<file path="src/rtl/sr_ff_driver_pkg.sv">
// Shared types and constants for the SR flip-flop command driver.
// States, error codes and the counter-width helper used by sr_ff_driver.
package sr_ff_driver_pkg;

    typedef enum logic [1:0] {
        IDLE  = 2'd0,
        DRIVE = 2'd1,
        WAIT  = 2'd2
    } state_t;

    localparam logic [1:0] ERR_NONE    = 2'd0;
    localparam logic [1:0] ERR_TIMEOUT = 2'd1;
    localparam logic [1:0] ERR_ILLEGAL = 2'd2;

    // Wide enough to hold the larger of the two terminal counts.
    function automatic int unsigned cnt_width(input int unsigned pw, input int unsigned to);
        int unsigned m;
        m = (pw > to) ? pw : to;
        return $clog2(m + 1);
    endfunction

endpackage

</file>
<file path="src/rtl/sr_ff_driver_if.sv">
// Command handshake and flip-flop drive/feedback bundle for sr_ff_driver.
// master = the driver side, slave = the controller plus storage-cell side.
interface sr_ff_driver_if;

    logic       req_valid;
    logic       req_ready;
    logic       req_val;
    logic       s;
    logic       r;
    logic       q_fb;
    logic       qbar_fb;
    logic       busy;
    logic       done;
    logic       err;
    logic [1:0] err_code;

    modport master (
        input  req_valid, req_val, q_fb, qbar_fb,
        output req_ready, s, r, busy, done, err, err_code
    );

    modport slave (
        output req_valid, req_val, q_fb, qbar_fb,
        input  req_ready, s, r, busy, done, err, err_code
    );

endinterface

</file>
<file path="src/rtl/sr_ff_driver_pulse_timer.sv">
// sr_pulse_timer: loadable, saturating up-counter with a terminal flag.
// Shared by the pulse-width phase and the feedback-timeout phase.
module sr_pulse_timer #(
    parameter int unsigned CNT_W = 4
) (
    input  logic             clk,
    input  logic             rst,
    input  logic             i_load,
    input  logic [CNT_W-1:0] i_load_val,
    input  logic             i_inc,
    input  logic [CNT_W-1:0] i_limit,
    output logic             o_term
);

    logic [CNT_W-1:0] r_cnt;

    always_ff @(posedge clk) begin
        if (!rst) begin
            r_cnt <= '0;
        end else if (i_load) begin
            r_cnt <= i_load_val;
        end else if (i_inc && (r_cnt != '1)) begin
            r_cnt <= r_cnt + CNT_W'(1);
        end
    end

    assign o_term = (r_cnt >= i_limit);

endmodule

</file>
<file path="src/rtl/sr_ff_driver.sv">
// Command-side master for an SR flip-flop: pulses s or r, then checks q/qbar feedback.
// Optional macro SR_FF_DRIVER_SKIP_EN: finish immediately when feedback already matches.
module sr_ff_driver
    import sr_ff_driver_pkg::*;
#(
    parameter int unsigned PULSE_W = 2,
    parameter int unsigned TIMEOUT = 8
) (
    input logic             clk,
    input logic             rst,
    sr_ff_driver_if.master  bus
);

    localparam int unsigned      CNT_W       = cnt_width(PULSE_W, TIMEOUT);
    localparam logic [CNT_W-1:0] PULSE_LIM   = CNT_W'(PULSE_W - 1);
    localparam logic [CNT_W-1:0] TIMEOUT_LIM = CNT_W'(TIMEOUT - 1);

    state_t     r_state;
    logic       r_tgt;
    logic       r_s;
    logic       r_r;
    logic       r_done;
    logic       r_err;
    logic [1:0] r_err_code;

    logic             w_accept;
    logic             w_skip;
    logic             w_fb_illegal;
    logic             w_fb_match;
    logic             w_term;
    logic             w_load;
    logic             w_inc;
    logic [CNT_W-1:0] w_limit;

    always_comb begin
        w_accept     = (r_state == IDLE) && bus.req_valid;
        w_fb_illegal = (bus.q_fb == bus.qbar_fb);
        w_fb_match   = (bus.q_fb == r_tgt);
`ifdef SR_FF_DRIVER_SKIP_EN
        w_skip       = (bus.q_fb == bus.req_val) && (bus.qbar_fb != bus.req_val);
`else
        w_skip       = 1'b0;
`endif
        w_limit      = (r_state == DRIVE) ? PULSE_LIM : TIMEOUT_LIM;
        // One counter serves both phases: cleared on accept and again on entry to WAIT.
        w_load       = (w_accept && !w_skip) || ((r_state == DRIVE) && w_term);
        w_inc        = ((r_state == DRIVE) && !w_term) ||
                       ((r_state == WAIT) && !w_fb_illegal && !w_fb_match && !w_term);
    end

    sr_pulse_timer #(
        .CNT_W (CNT_W)
    ) u_timer (
        .clk        (clk),
        .rst        (rst),
        .i_load     (w_load),
        .i_load_val ('0),
        .i_inc      (w_inc),
        .i_limit    (w_limit),
        .o_term     (w_term)
    );

    always_ff @(posedge clk) begin
        if (!rst) begin
            r_state    <= IDLE;
            r_tgt      <= 1'b0;
            r_s        <= 1'b0;
            r_r        <= 1'b0;
            r_done     <= 1'b0;
            r_err      <= 1'b0;
            r_err_code <= ERR_NONE;
        end else begin
            r_done <= 1'b0;
            r_err  <= 1'b0;
            case (r_state)
                IDLE: begin
                    if (w_accept) begin
                        r_tgt <= bus.req_val;
                        if (w_skip) begin
                            r_done <= 1'b1;
                        end else begin
                            r_state <= DRIVE;
                            r_s     <= bus.req_val;
                            r_r     <= ~bus.req_val;
                        end
                    end
                end
                DRIVE: begin
                    if (w_term) begin
                        r_s     <= 1'b0;
                        r_r     <= 1'b0;
                        r_state <= WAIT;
                    end
                end
                WAIT: begin
                    // Illegal feedback outranks a match, which outranks the timeout.
                    if (w_fb_illegal) begin
                        r_err      <= 1'b1;
                        r_err_code <= ERR_ILLEGAL;
                        r_state    <= IDLE;
                    end else if (w_fb_match) begin
                        r_done  <= 1'b1;
                        r_state <= IDLE;
                    end else if (w_term) begin
                        r_err      <= 1'b1;
                        r_err_code <= ERR_TIMEOUT;
                        r_state    <= IDLE;
                    end
                end
                default: begin
                    r_state <= IDLE;
                    r_s     <= 1'b0;
                    r_r     <= 1'b0;
                end
            endcase
        end
    end

    assign bus.req_ready = (r_state == IDLE);
    assign bus.busy      = (r_state != IDLE);
    assign bus.s         = r_s;
    assign bus.r         = r_r;
    assign bus.done      = r_done;
    assign bus.err       = r_err;
    assign bus.err_code  = r_err_code;

    a_sr_exclusive: assert property (@(posedge clk) !(r_s && r_r));
    a_sr_only_in_drive: assert property (@(posedge clk) (r_state != DRIVE) |-> !(r_s || r_r));
    a_done_err_exclusive: assert property (@(posedge clk) !(r_done && r_err));

endmodule

</file>
<file path="src/flat_wrapper.sv">
// flat-port wrapper written by rule: the top's interface ports become plain ports
module sr_ff_driver_flat import sr_ff_driver_pkg::*;
#(
    parameter int unsigned PULSE_W = 2,
    parameter int unsigned TIMEOUT = 8
)
  (clk, rst, bus_req_valid, bus_req_val, bus_q_fb, bus_qbar_fb, bus_req_ready, bus_s, bus_r, bus_busy, bus_done, bus_err, bus_err_code);
  sr_ff_driver_if bus_i ();
  input logic clk;
  input logic rst;
  input wire logic [$bits(bus_i.req_valid)-1:0] bus_req_valid;
  input wire logic [$bits(bus_i.req_val)-1:0] bus_req_val;
  input wire logic [$bits(bus_i.q_fb)-1:0] bus_q_fb;
  input wire logic [$bits(bus_i.qbar_fb)-1:0] bus_qbar_fb;
  output wire logic [$bits(bus_i.req_ready)-1:0] bus_req_ready;
  output wire logic [$bits(bus_i.s)-1:0] bus_s;
  output wire logic [$bits(bus_i.r)-1:0] bus_r;
  output wire logic [$bits(bus_i.busy)-1:0] bus_busy;
  output wire logic [$bits(bus_i.done)-1:0] bus_done;
  output wire logic [$bits(bus_i.err)-1:0] bus_err;
  output wire logic [$bits(bus_i.err_code)-1:0] bus_err_code;
  assign bus_i.req_valid = bus_req_valid;
  assign bus_i.req_val = bus_req_val;
  assign bus_i.q_fb = bus_q_fb;
  assign bus_i.qbar_fb = bus_qbar_fb;
  assign bus_req_ready = bus_i.req_ready;
  assign bus_s = bus_i.s;
  assign bus_r = bus_i.r;
  assign bus_busy = bus_i.busy;
  assign bus_done = bus_i.done;
  assign bus_err = bus_i.err;
  assign bus_err_code = bus_i.err_code;
  sr_ff_driver #(.PULSE_W(PULSE_W), .TIMEOUT(TIMEOUT)) u_core (.clk(clk), .rst(rst), .bus(bus_i));
endmodule
</file>
<file path="config.mk">
export PLATFORM = sky130hd
export DESIGN_NAME = sr_ff_driver_flat
export DESIGN_NICKNAME = d
export VERILOG_FILES = /design/src/rtl/sr_ff_driver_pkg.sv /design/src/rtl/sr_ff_driver_if.sv /design/src/rtl/sr_ff_driver_pulse_timer.sv /design/src/rtl/sr_ff_driver.sv /design/src/flat_wrapper.sv
export SDC_FILE = /design/constraint.sdc
export NUM_CORES = 1
export LEC_CHECK = 0
export CORE_MARGIN = 1
export CORE_UTILIZATION = 51
export CTS_CLUSTER_DIAMETER = 100
export DETAILED_ROUTE_END_ITERATION = 10
export GPL_ROUTABILITY_DRIVEN = 1
export HOLD_SLACK_MARGIN = 0.02
export PLACE_DENSITY = 0.77
export SLEW_MARGIN = 20
export SYNTH_ARGS = -nofsm -noshare
export SYNTH_HDL_FRONTEND = slang
export SYNTH_HIERARCHICAL = 1
export SYNTH_SLANG_ARGS = --single-unit
</file>
<file path="constraint.sdc">
create_clock -name clk -period 3.1 [get_ports clk]
set_clock_uncertainty 0.05 [all_clocks]
set_input_delay 0.31 -clock clk [delete_from_list [all_inputs] [get_ports clk]]
set_output_delay 0.31 -clock clk [all_outputs]
set_load 0.02 [all_outputs]
</file>
==> summary.txt <==
Global routing
  – Vias in the first global route: 659
  – Largest net degree at the start of global routing: 14
  – Initial antenna violation count: 0
  – GRT overflow: 0
  – First-pass GRT wire length: around 2.8 mm
  – Total GRT Usage: 0.210

Power
  – Pint: ~0.29 mW
  – Final Total Pwr: ~0.42 mW
  – Sw Ratio: 0.319
  – Pwr/cell area: about 420 nW/um^2
  – Sequential power share: 0.464
  – Net switching power figure: 0.135 mW
  – Max rail drop VDD: ~280 uV
  – Clock share of power: 0.252
  – Comb power frac: 0.284
  – LEAKAGE: roughly 0.43 nW

Detailed routing
  – Pre-antenna DRT Iters: 4
  – DR vias: a little over 700
  – Wirelength, routed: about 1.7 mm
  – Vias/cell: 5.42
  – Drt wl/cell: around 13 um
  – Initial DRC count: 6
  – Post-DRT Antenna Nets: 0
  – DRC: 0

Logic synthesis
  – Most used DFF post-synth: dfxtp_1
  – Number of synthesized flops with an enable pin: 0
  – Number of synthesized register bits: 13
  – Fraction of registers with async set/reset: 0
  – Synth warn: 6
  – Mean area per synthesized cell: around 8.7 um^2
  – Post-Synthesis Cells: between 90 and 100
  – Mapped Area: 831 um^2
  – Netlist cell types: 38
  – Post-synthesis sequential area ratio: 0.313

Setup path
  – CP Launch Type: flip-flop
  – Critical path's slowest cell: a21oi_1
  – Arrival time worst endpoint: approximately 2800 ps
  – FF-to-FF End: u_core/u_timer/r_cnt[3]$_SDFFE_PN0P_
  – Max FO, Critical Path: 10
  – Reg2Reg Setup Slack: 410 ps
  – Worst path top cell family by delay: compound AO/OA/AOI/OAI gates
  – Worst-path cell chain: nand2b_1 > inv_1 > ha_1 > a21boi_0 > o21ai_0 > a21oi_1 > nand2_1 > a21oi_1 > inv_1 > o21ai_0 > a211oi_1
  – Reg-to-Reg Start: u_core/r_state[0]$_SDFFE_PN0P_
  – CP peak stage delay: 480 ps
  – Crit end category: flip-flop
  – Worst Reg-to-Reg Cells: 11
  – CP Class: flip-flop to flip-flop
  – WP buf/inv: 2
  – CP required: 3210 ps

Layout
  – Layout net count: about 130
  – Commonest cells after routing, fill and taps aside: clkdlybuf4s50_1, dfxtp_1, inv_1
  – Fin area: 1010 um^2
  – N_diodes: 0
  – Share of layout cells above drive strength 1: 0.113
  – Post-Layout Cell Count: 131
  – FILL cells: ~130
  – Layout area overhead: 21.5%

Run
  – Max-cap check violation count: 0

CTS
  – TritonCTS Buffers: 3
  – CTS tree: done
  – Hold-fix buffers, CTS: 0
  – Setup bufs post-CTS: 0
  – CTS Buffer Depth: 2
  – Clock slew at reported path FFs: roughly 80 ps
  – Later-pin clock latency in the skew report: 280 ps
  – CTS Sinks: 13
  – H-tree levels: 1
  – Post-CTS Resized: 0
  – Clock Tree Root: clkbuf_4

Timing
  – Period utilization: 0.869
  – Fmax: approximately 0.37 GHz
  – Final TNS setup: 0 ps
  – Final setup margin: approximately 410 ps
  – Worst slew pin tran: around 530 ps
  – Max Slew Vio Count: 0
  – RSZ-0062 raised after global routing: no
  – Relative slew margins: 0.644
  – Final Hold Viols: 0
  – Final count of negative-setup-slack endpoints: 0
  – Crit path time final: ~2700 ps

Floorplanning
  – Row cnt: 14
  – DIE HEIGHT: ~42 um
  – Die area: roughly 1800 um^2
  – Top Ports: 14
  – Initial core utilization: 0.551
  – Die span in x: roughly 42 um
  – Core ar.: between 1500 and 2000 um^2

Place
  – Post-DP HPWL: around 1.3 mm
  – GPL Wtd Cong: between 0.7 and 0.8
  – Placement Cell Area: around 980 um^2
  – Post-place setup slack: about 460 ps
  – Cells after DPL: ~130
  – IO buf count: 13

Min path
  – Worst hold path cell count: 2
  – Min-Delay Startpoint: u_core/bus.err_code[0]$_SDFFE_PN0P_
  – Worst hold path type: flip-flop to flip-flop
  – Hold endpoint: u_core/bus.err_code[0]$_SDFFE_PN0P_

Run status
  – Status: finished clean
==> power groups by stage <==
stage	clock, mW	combinational [mW]	sequential, mW
2_1_floorplan	0	0.0875	0.197
3_3_place_gp	0	0.116	0.199
3_5_place_dp	0	0.119	0.201
4_1_cts	0.112	0.120	0.197
5_1_grt	0.121	0.134	0.198
6_report	0.107	0.120	0.197
==> kinds of logic after synthesis <==
logic type | share of synthesized area
AOI/OAI and AO/OA | 0.205
xor gates and xnor gates | 0.0105
adders and majority gates | 0.0753
buffers and inverters | 0.0602
DFF | 0.313
muxes | 0.0361
other | 0.00904
and+or+nand+nor | 0.291
==> layout make-up <==
| class | count | area (um^2) | share of cell area |
|---|---|---|---|
| Multi-Input combinational cell | 76 | 536 | 0.530 |
| Sequential cell | 13 | 260 | 0.258 |
| Timing Repair Buffer | 14 | 138 | 0.136 |
| Inverter | 8 | 30.0 | 0.0297 |
| Clock buffer | 4 | 26.3 | 0.0260 |
| Tap cell | 16 | 20.0 | 0.0198 |
==> state kept, by name, summed over array words and instances, names as in the netlist <==
name / flops
u_core/bus.done: 1
u_core/bus.err_code: 2
u_core/r_state: 2
u_core/r_tgt: 1
u_core/bus.err: 1
u_core/bus.s: 1
u_core/bus.r: 1
u_core/u_timer/r_cnt: 4
==> worst max-delay path by stage <==
stage,start,to,slack [ps],depth (start not counted)
6_report,u_core/r_state[0]$_SDFFE_PN0P_,u_core/u_timer/r_cnt[3]$_SDFFE_PN0P_,410,11
5_1_grt,u_core/r_state[0]$_SDFFE_PN0P_,u_core/u_timer/r_cnt[3]$_SDFFE_PN0P_,110,11
4_1_cts,u_core/r_state[0]$_SDFFE_PN0P_,u_core/u_timer/r_cnt[3]$_SDFFE_PN0P_,410,11
3_5_place_dp,u_core/r_state[0]$_SDFFE_PN0P_,u_core/u_timer/r_cnt[3]$_SDFFE_PN0P_,460,11
3_3_place_gp,u_core/r_state[0]$_SDFFE_PN0P_,u_core/u_timer/r_cnt[3]$_SDFFE_PN0P_,560,11
2_1_floorplan,u_core/r_state[1]$_SDFFE_PN0P_,u_core/u_timer/r_cnt[3]$_SDFFE_PN0P_,700,12
==> metal layers <==
layer  up-vias  share of wire  track usage
met3         4          0.031       0.0388
met1       324           0.45        0.240
li1        366              -            -
met4         0          0.015        0.113
met5         -              0            0
met2        16           0.50        0.366
==> cells in the mapped netlist (all sizes together) (2+ instances only) <==
| library cell | number | area share |
|---|---|---|
| a211oi | 2 | 0.024 |
| a21boi | 3 | 0.027 |
| a21oi | 5 | 0.030 |
| and2b | 3 | 0.036 |
| buf | 3 | 0.024 |
| conb | 2 | 0.0090 |
| dfxtp | 13 | 0.31 |
| ha | 5 | 0.075 |
| inv | 8 | 0.036 |
| mux2i | 3 | 0.036 |
| nand2 | 6 | 0.030 |
| nand2b | 7 | 0.053 |
| nand3 | 2 | 0.018 |
| nor2 | 8 | 0.039 |
| nor3b | 5 | 0.051 |
| o21ai | 4 | 0.024 |
| o22ai | 2 | 0.015 |
| o31a | 2 | 0.021 |
==> through the flow <==
step | hold WS, ps | util
after floorplan | 393 | -
after global placement | 415 | 0.653
after detailed placement | 451 | 0.653
after CTS | 463 | 0.670
after global routing | 484 | 0.670
final | 453 | 0.670
==> tightest hold or removal path: stages, from the launching register on <==
cell,delay [ps]
dfxtp_1,330
inv_1,70
a211oi_2,60
(Power assumes the default switching activity.)
